## src/rtl/wb_pkg.sv

```systemverilog
// Shared encodings and stage-register control bundle
// for the MEM/WB writeback stage.
package wb_pkg;

    localparam logic [1:0] WB_ALU = 2'b00;
    localparam logic [1:0] WB_MEM = 2'b01;
    localparam logic [1:0] WB_PC4 = 2'b10;

    localparam logic [2:0] F3_LB  = 3'b000;
    localparam logic [2:0] F3_LH  = 3'b001;
    localparam logic [2:0] F3_LW  = 3'b010;
    localparam logic [2:0] F3_LD  = 3'b011;
    localparam logic [2:0] F3_LBU = 3'b100;
    localparam logic [2:0] F3_LHU = 3'b101;
    localparam logic [2:0] F3_LWU = 3'b110;

    typedef struct packed {
        logic       valid;
        logic       fresh;
        logic       reg_write;
        logic [1:0] wb_sel;
        logic [2:0] funct3;
        logic [4:0] rd_addr;
    } wb_ctrl_t;

endpackage

```

## src/rtl/load_extend.sv

```systemverilog
// Extracts, aligns and sign/zero-extends a load field
// from a 64-bit doubleword, flagging misaligned accesses.
module load_extend
    import wb_pkg::*;
#(
    parameter int XLEN = 64
) (
    input  logic [XLEN-1:0] rdata,
    input  logic [2:0]      off,
    input  logic [2:0]      funct3,
    output logic [XLEN-1:0] data,
    output logic            misaligned
);

    logic [XLEN-1:0] sh;

    always_comb begin
        sh         = rdata >> {off, 3'b000};
        data       = '0;
        misaligned = 1'b0;
        case (funct3)
            F3_LB: data = {{(XLEN-8){sh[7]}}, sh[7:0]};
            F3_LH: begin
                data       = {{(XLEN-16){sh[15]}}, sh[15:0]};
                misaligned = off[0];
            end
            F3_LW: begin
                data       = {{(XLEN-32){sh[31]}}, sh[31:0]};
                misaligned = |off[1:0];
            end
            F3_LD: begin
                data       = sh;
                misaligned = |off;
            end
            F3_LBU: data = {{(XLEN-8){1'b0}}, sh[7:0]};
            F3_LHU: begin
                data       = {{(XLEN-16){1'b0}}, sh[15:0]};
                misaligned = off[0];
            end
            F3_LWU: begin
                data       = {{(XLEN-32){1'b0}}, sh[31:0]};
                misaligned = |off[1:0];
            end
            default: misaligned = 1'b1;
        endcase
    end

endmodule

```

## src/rtl/mem_wb_stage.sv

```systemverilog
// MEM/WB pipeline register, writeback mux and
// retired-instruction counter.
module mem_wb_stage
    import wb_pkg::*;
#(
    parameter int XLEN = 64
) (
    input  logic            clk,
    input  logic            rst,
    input  logic            stall,
    input  logic            flush,
    input  logic            in_valid,
    input  logic            in_reg_write,
    input  logic [1:0]      in_wb_sel,
    input  logic [2:0]      in_funct3,
    input  logic [4:0]      in_rd_addr,
    input  logic [XLEN-1:0] in_alu_result,
    input  logic [XLEN-1:0] in_mem_rdata,
    input  logic [XLEN-1:0] in_pc,
    output logic            reg_write,
    output logic [4:0]      rd_addr,
    output logic [XLEN-1:0] rd_data,
    output logic            load_misaligned,
    output logic [63:0]     retired_count
);

    wb_ctrl_t        ctrl_q, ctrl_d;
    logic [XLEN-1:0] alu_q, alu_d;
    logic [XLEN-1:0] mdata_q, mdata_d;
    logic [XLEN-1:0] pc_q, pc_d;
    logic [63:0]     count_q, count_d;

    logic [XLEN-1:0] ld_data;
    logic            ld_mis;
    logic            mis;
    logic            live;

    load_extend #(.XLEN(XLEN)) u_ext (
        .rdata      (mdata_q),
        .off        (alu_q[2:0]),
        .funct3     (ctrl_q.funct3),
        .data       (ld_data),
        .misaligned (ld_mis)
    );

    // fresh limits each instruction to one write/count across stalls
    assign live = ctrl_q.valid && ctrl_q.fresh;
    assign mis  = (ctrl_q.wb_sel == WB_MEM) && ld_mis;

    assign reg_write = live && ctrl_q.reg_write
                     && (ctrl_q.rd_addr != 5'd0) && !mis;
    assign load_misaligned = live && mis;
    assign rd_addr         = ctrl_q.rd_addr;
    assign retired_count   = count_q;

    always_comb begin
        case (ctrl_q.wb_sel)
            WB_ALU:  rd_data = alu_q;
            WB_MEM:  rd_data = ld_data;
            WB_PC4:  rd_data = pc_q + XLEN'(4);
            default: rd_data = '0;
        endcase
    end

    always_comb begin
        ctrl_d  = ctrl_q;
        alu_d   = alu_q;
        mdata_d = mdata_q;
        pc_d    = pc_q;
        count_d = count_q;
        if (live && !mis) begin
            count_d = count_q + 64'd1;
        end
        if (rst) begin
            ctrl_d  = '0;
            alu_d   = '0;
            mdata_d = '0;
            pc_d    = '0;
            count_d = '0;
        end else if (flush) begin
            ctrl_d.valid = 1'b0;
            ctrl_d.fresh = 1'b0;
        end else if (stall) begin
            ctrl_d.fresh = 1'b0;
        end else begin
            ctrl_d.valid     = in_valid;
            ctrl_d.fresh     = in_valid;
            ctrl_d.reg_write = in_reg_write;
            ctrl_d.wb_sel    = in_wb_sel;
            ctrl_d.funct3    = in_funct3;
            ctrl_d.rd_addr   = in_rd_addr;
            alu_d            = in_alu_result;
            mdata_d          = in_mem_rdata;
            pc_d             = in_pc;
        end
    end

    always_ff @(posedge clk) begin
        ctrl_q  <= ctrl_d;
        alu_q   <= alu_d;
        mdata_q <= mdata_d;
        pc_q    <= pc_d;
        count_q <= count_d;
    end

endmodule

```

## config.mk

```make
export PLATFORM = sky130hd
export DESIGN_NAME = mem_wb_stage
export DESIGN_NICKNAME = d
export VERILOG_FILES = /design/src/rtl/wb_pkg.sv /design/src/rtl/load_extend.sv /design/src/rtl/mem_wb_stage.sv
export SDC_FILE = /design/constraint.sdc
export NUM_CORES = 1
export LEC_CHECK = 0
export BUFFER_PORTS_ARGS = -buffer_cell sky130_fd_sc_hd__buf_2
export CAP_MARGIN = 20
export CORE_AREA = 2 2 166 168
export DETAILED_ROUTE_END_ITERATION = 12
export DIE_AREA = 0 0 168 170
export PLACE_DENSITY_LB_ADDON = 0.12
export SYNTH_ARGS = -nofsm -noshare
export SYNTH_HDL_FRONTEND = slang
export SYNTH_SLANG_ARGS = --single-unit
```

## constraint.sdc

```tcl
create_clock -name clk -period 2.9 [get_ports clk]
set_clock_uncertainty 0.05 [all_clocks]
set_input_delay 0.435 -clock clk [delete_from_list [all_inputs] [get_ports clk]]
set_output_delay 0.435 -clock clk [all_outputs]
set_load 0.01 [all_outputs]
```

==> results of run 1 <==
==> Yosys cell counts (6+ instances only) <==
cell      instances
or2_2             6
o21ai_0          65
mux2_2            6
a222oi_1          6
buf_1            12
nor2b_1           9
nor3_1           27
and2_1           16
buf_2            17
o22ai_1          14
o21ai_1           7
o211ai_1         24
clkbuf_1        103
and3_1           17
nand4_1          42
xor2_1           48
ha_1              7
nand3_1          55
nand2_1         529
xnor2_1          64
nor4_1           18
dfxtp_1         269
buf_4             7
nor2_1          107
or3_1            14
a22oi_1           7
mux2i_1          69
and4_1           13
mux4_2           16
inv_1            25
nand2b_1          7
a21oi_1         235
==> registers in the layout, indices dropped and copies added, names as in the netlist <==
register       count
retired_count     64
alu_q             64
mdata_q           64
rd_addr            5
ctrl_q             8
pc_q              64
==> metrics by stage <==
stage	cells	hold slack (ns)	setup TNS, ns	instance area, um2	util (%)
2_1_floorplan	1938	0.382	0	14600	-
3_3_place_gp	2582	0.389	0	17100	64.1
3_5_place_dp	2582	0.397	0	17100	64.1
4_1_cts	2678	0.0394	-19.12	19200	72.1
5_1_grt	2698	0.0537	-24.03	19900	74.8
6_report	2699	0.0529	-19.54	19900	74.8
==> path summary, 6_finish.rpt <==
| check | start | endpoint | cells after the start |
|---|---|---|---|
| setup / recovery | alu_q[1] | rd_data[62] | 10 |
| setup reg to reg | ctrl_q[6] | retired_count[31] | 9 |
| hold / removal | in_pc[16] | pc_q[16] | 3 |
| hold reg to reg | alu_q[9] | alu_q[9] | 2 |
==> per-layer routing <==
layer | vias up | track usage [%] | wire length (um) | share of wire [%]
met1 | 7508 | 43.4 | 20800 | 38
met5 | - | 0 | 35 | 0.064
met3 | 211 | 6.79 | 4680 | 8.6
met2 | 814 | 61.5 | 25500 | 47
met4 | 6 | 20.0 | 3280 | 6.0
li1 | 7513 | - | - | -
==> critical path, cell delays in order (launching register included) <==
cell and delay, ns:
dfxtp_4 0.37, buf_12 0.14, mux2i_4 0.17, mux4_2 0.52, o32ai_4 0.12, a311o_2 0.22, buf_4 0.14, buf_12 0.13
a221oi_2 0.05, o32ai_1 0.27, buf_2 0.20
==> power breakdown <==
group / switching (uW) / leakage, uW / internal [uW]
sequential: 148 / 0.00220 / 3820
combinational: 833 / 0.00504 / 669
clock: 1570 / 0.000486 / 2230
total: 2550 / 0.00773 / 6730
==> kinds of logic after synthesis <==
logic type,Yosys count
buf+inv,166
flops,269
mux,91
xor+xnor,112
simple gates,885
fa+ha+maj,7
compound gates,408
==> repair_timing <==
action                                  CTS  global route
endpoints found under the setup margin   66            64
cloned                                    7             0
resized for setup                       199           143
pin swaps                                58            70
setup buffers                            36            28
==> layout make-up <==
type | count | area (um2)
sequential | 269 | 5430
tap | 341 | 427
antenna | 1 | 2.50
timing repair buffer | 504 | 3460
clock inverter | 14 | 133
fill | 2127 | 6720
inverter | 26 | 105
multi-input combinational | 1503 | 9520
clock buffer | 41 | 853
==> reports/metrics.yaml, run 1 <==
logic_synthesis:
  synth_seq_area_share_pct: 36.9
  synthFlopType: "dfxtp_1"
  synth_top_family_by_area: "simple AND/OR/NAND/NOR gates"
  synth-xor-area-share_pct: 6.72
  synth_compound_area_share_pct: 16.2
  synthSimpleGateAreaFrac_pct: 27.3
  ys_types: 72
  synth_edf_count: 0
  syn_inst: 1938
  synthAdderAreaFrac_pct: 0.600
  synth_area_leaders: "dfxtp_1 (37%), nand2_1 (14%), a21oi_1 (8.1%)"
  synth_seq_cells: 269
  avgSynthCellArea_um2: 7.53
  yosysTopAreaCell: "dfxtp_1"
  synth_top_area_share_pct: 36.9
  muxShareOfSynthArea_pct: 7.66
  syn-num-nets: 2153
  ys_async_sr_fraction_pct: 0
  yosysWarningCount: 0
  netlist_area_um2: 14600
die:
  io_pins: 343
  rows: 60
  die_w_um: 168
  initial_core_util_pct: 54.8
  dieArea_um2: 28600
  die_y_um: 170
  core_area_um2: 26700
finish:
  drive_gt1_share_pct: 32.6
  area_delta_synth_final_pct: 36.5
  mostFrequentLayoutCell: "nand2_1"
  nNetsFinal: 2549
  final_cell_mix: "nand2_1 (515), buf_2 (335), dfxtp_1 (249), a21oi_1 (220), buf_4 (113)"
placed_design:
  place_congestion: 0.968
  dp_hpwl_um: 38700
  pre_cts_slack_ns: 0.109
  io_buffers: 342
drt:
  wirelength_um: 54300
  first_pass_iters: 6
  via_count: 16052
  drtAntennaViolNets: 0
  viasPerCell: 5.95
  wl_per_cell_um: 20.1
  drtIter0Drc: 1539
  drc_errors: 0
worst_setup_path:
  worstPathRequired_ns: 2.41
  critPathKind: "reg -> out"
  ff2ff_setup_slack_ns: 0.25
  cp_data_arrival_time_ns: 2.89
  critPathLaunchType: "flop"
  critPathCaptureType: "output port"
  cp_max_fo: 7
timing:
  setup_viol: 63
  slew_headroom_pct: 55.1
  drv_slew: 0
  rsz0062_at_grt: "true"
  worstMarginPinSlew_ns: 0.674
  fmax_mhz: 297
  timing.final.ws_setup_ns: -0.472
  fin_crit_ns: 3.37
  fin_crit_sh_pct: 116
  finalHoldViolCount: 0
grt:
  grt_pass1_vias: 15205
  grt_first_pass_wirelength_um: 81700
  grt_usage_pct: 36.2
  antenna_found_initial: 7
  grt_max_degree: 142
  grt_overflow: 0
flow_run:
  cap_violations: 0
cts:
  clock_latency_ns: 0.56
  path_clk_slew_ns: 0.06
  numCtsBuffers: 30
  htreeDepth: 1
  clock_path_buffers: 3
  clock_sinks: 269
  ctsHoldBuffers: 0
  cts_tree: "done"
  cts_root_buf: "clkbuf_16"
pwr:
  irDropWorstVdd_v: 0.000421
  power_per_cell_area_nw_per_um2: 465
  finalPower_uw: 9270
  leakage_uw: 0.00773
run_status:
  violations: "setup timing"
  status: "finished, violations left"
hold_path:
  holdCritPathClass: "in -> reg"
Power figures use the tool's default switching activity.
==> run 2, diff against run 1 <==
--- a/config.mk
+++ b/config.mk
@@ -11,6 +11,7 @@
 export DETAILED_ROUTE_END_ITERATION = 12
 export DIE_AREA = 0 0 168 170
 export PLACE_DENSITY_LB_ADDON = 0.12
+export RECOVER_POWER = 25
 export SYNTH_ARGS = -nofsm -noshare
 export SYNTH_HDL_FRONTEND = slang
 export SYNTH_SLANG_ARGS = --single-unit
==> run 2 against run 1 <==
The flow finishes with violations (capacitance limit, slew limit, setup timing). Sequential cell count unchanged. Design area fell by 0.41%. Non-clock buffer count unchanged. Register-to-register slack got worse by 0.02 ns. Critical path type unchanged. Largest power group unchanged.
==> reports/metrics.yaml, run 2 (same netlist as run 1, synthesis figures left out) <==
worst_setup_path:
  worst-path-buf-inv: 4  # unchanged
  reg2reg_to: "retired_count[31]"
  critical_path.slowest_cell: "mux4_2"
  path_cells: "buf_12, mux2i_4, mux4_2, o32ai_4, a311o_2, buf_4, buf_12, a221oi_2, o32ai_1, buf_2"
  crit_family: "multiplexers"
  critPathCaptureType: "output port"
  cp_max_fo: 7  # unchanged
  critPathLaunchType: "flop"
  critPathMaxStageDelay_ns: 0.52  # about the same
  cp_data_arrival_time_ns: 2.89  # about the same
  ff2ff_setup_slack_ns: 0.23  # -0.02 ns
  worstRegToRegCells: 9  # unchanged
  critPathKind: "reg -> out"
  worst_path_most_repeated_cell: "buf_12"
  reg2reg_from: "ctrl_q[6]"
  worstPathRequired_ns: 2.41  # about the same
finish:
  fin_cells: 2699  # unchanged
  mostFrequentLayoutCell: "nand2_1"
  drive_gt1_share_pct: 32.5  # -0.13 points
  design_area_um2: 19800  # -0.41%
  area_delta_synth_final_pct: 35.9
  nNetsFinal: 2549  # unchanged
  fin_util_pct: 74.5  # -0.31 points
  final_cell_mix: "nand2_1 (515), buf_2 (335), dfxtp_1 (249), a21oi_1 (220), buf_4 (110)"
cts:
  htreeDepth: 1  # unchanged
  clock_sinks: 269  # unchanged
  cts_root_buf: "clkbuf_16"
  path_clk_slew_ns: 0.06  # about the same
  cts_tree: "done"
  numCtsBuffers: 30  # unchanged
  clock_latency_ns: 0.56  # about the same
  clock_path_buffers: 3  # unchanged
grt:
  grt_max_degree: 142  # unchanged
  grt_first_pass_wirelength_um: 81700  # unchanged
  grt_usage_pct: 36.2  # unchanged
  busiest_layer: "met2"
  grt_pass1_vias: 15205  # unchanged
  gr-usage-met2_pct: 61.5  # unchanged
  antenna_found_initial: 7  # unchanged
  global_route.usage.met3_pct: 6.79  # unchanged
  grt_overflow: 0  # unchanged
  use_met1_pct: 43.4  # unchanged
drt:
  via_count: 16068  # +0.10%
  drtIter0Drc: 1438  # -6.6%
  viasPerCell: 5.95  # about the same
  wl_per_cell_um: 20.1  # about the same
  wirelength_um: 54200  # about the same
  drtAntennaViolNets: 0  # unchanged
  drc_errors: 0  # unchanged
  first_pass_iters: 7  # +1
pwr:
  leakage_uw: 0.00769  # -0.47%
  power_per_cell_area_nw_per_um2: 467  # +0.35%
  irDropWorstVdd_v: 0.000423  # +0.46%
  finalPower_uw: 9270  # about the same
placed_design:
  io_buffers: 342  # unchanged
  dp_hpwl_um: 38700  # unchanged
  placed_area_um2: 17100  # unchanged
  place_inst: 2582  # unchanged
  place_congestion: 0.968  # unchanged
die:
  die_w_um: 168  # unchanged
  io_pins: 343  # unchanged
  die_y_um: 170  # unchanged
  initial_core_util_pct: 54.8  # unchanged
  dieArea_um2: 28600  # unchanged
  core_area_um2: 26700  # unchanged
  rows: 60  # unchanged
timing:
  fmax_mhz: 297  # about the same
  setup_viol: 63  # unchanged
  fin_crit_ns: 3.37  # +0.000436 ns
  drv_slew: 51  # +51
  setup_tns_ns: -19.66  # -0.116 ns
  fin_crit_sh_pct: 116  # about the same
  timing.final.ws_setup_ns: -0.472  # -0.000436 ns
  finalHoldViolCount: 0  # unchanged
  rsz0062_at_grt: "true"
  slew_headroom_pct: -24.9  # -80 points
  worstMarginPinSlew_ns: 1.87  # +1.20 ns
run_status:
  status: "finished, violations left"
  violations: "capacitance limit, slew limit, setup timing"
hold_path:
  whs_endpoint: "pc_q[16]"
  hold_start: "in_pc[16]"
  holdCritPathClass: "in -> reg"
  hold_depth: 3  # unchanged
flow_run:
  cap_violations: 1  # +1
[run 2: cell type report]
type                            count  area [um2]
Multi-Input combinational cell   1503        9520
Fill cell                        2140        6800
Sequential cell                   269        5430
Timing Repair Buffer              504        3380
Clock buffer                       41         853
Tap cell                          341         427
Clock inverter                     14         133
Inverter                           26         105
Antenna cell                        1        2.50
[run 2: worst max-delay path by stage]
stage / endpoint / cells past startpoint / slack, ns / startpoint
after detailed placement: rd_data[57] / 9 / 0.11 / alu_q[1]
after CTS: rd_data[42] / 9 / -0.43 / alu_q[1]
after floorplan: rd_data[62] / 8 / 0.31 / alu_q[1]
after global placement: rd_data[13] / 8 / 0.06 / alu_q[1]
after global routing: rd_data[61] / 10 / -0.52 / alu_q[1]
final: rd_data[62] / 10 / -0.47 / alu_q[1]
[run 2: metal layers]
metal  up-vias  part of all wire, %
met5         -                0.065
met3       206                  8.3
li1       7504                    -
met4         6                  6.0
met1      7553                   38
met2       799                   47
[run 2: what timing repair did]
item,4_1_cts,5_1_grt
hold buffers,0,0
gates resized for setup,199,143
pin swaps,58,70
gates cloned,7,0
setup endpoints to repair,66,64
setup buffers,36,28
[run 2: report_power, final]
part,switching (uW),total [uW],internal (uW),leakage [uW]
Sequential,148,3970,3830,0.00220
Clock,1570,3810,2230,0.000486
Combinational,831,1490,658,0.00500
[run 2: metrics by stage]
step | worst slack (ns) | hold WS [ns]
6_report | -0.472 | 0.0543
5_1_grt | -0.520 | 0.0537
4_1_cts | -0.425 | 0.0394
3_5_place_dp | 0.109 | 0.397
3_3_place_gp | 0.0604 | 0.389
2_1_floorplan | 0.313 | 0.382
[run 2: worst register-to-register path, delay by kind of cell (launching register included)]
family,cells,cell delay [ns]
and+or+nand+nor,4,1.31
AOI/OAI and AO/OA,2,0.39
DFF,1,0.37
buffers and inverters,2,0.32
adders and majority gates,1,0.14
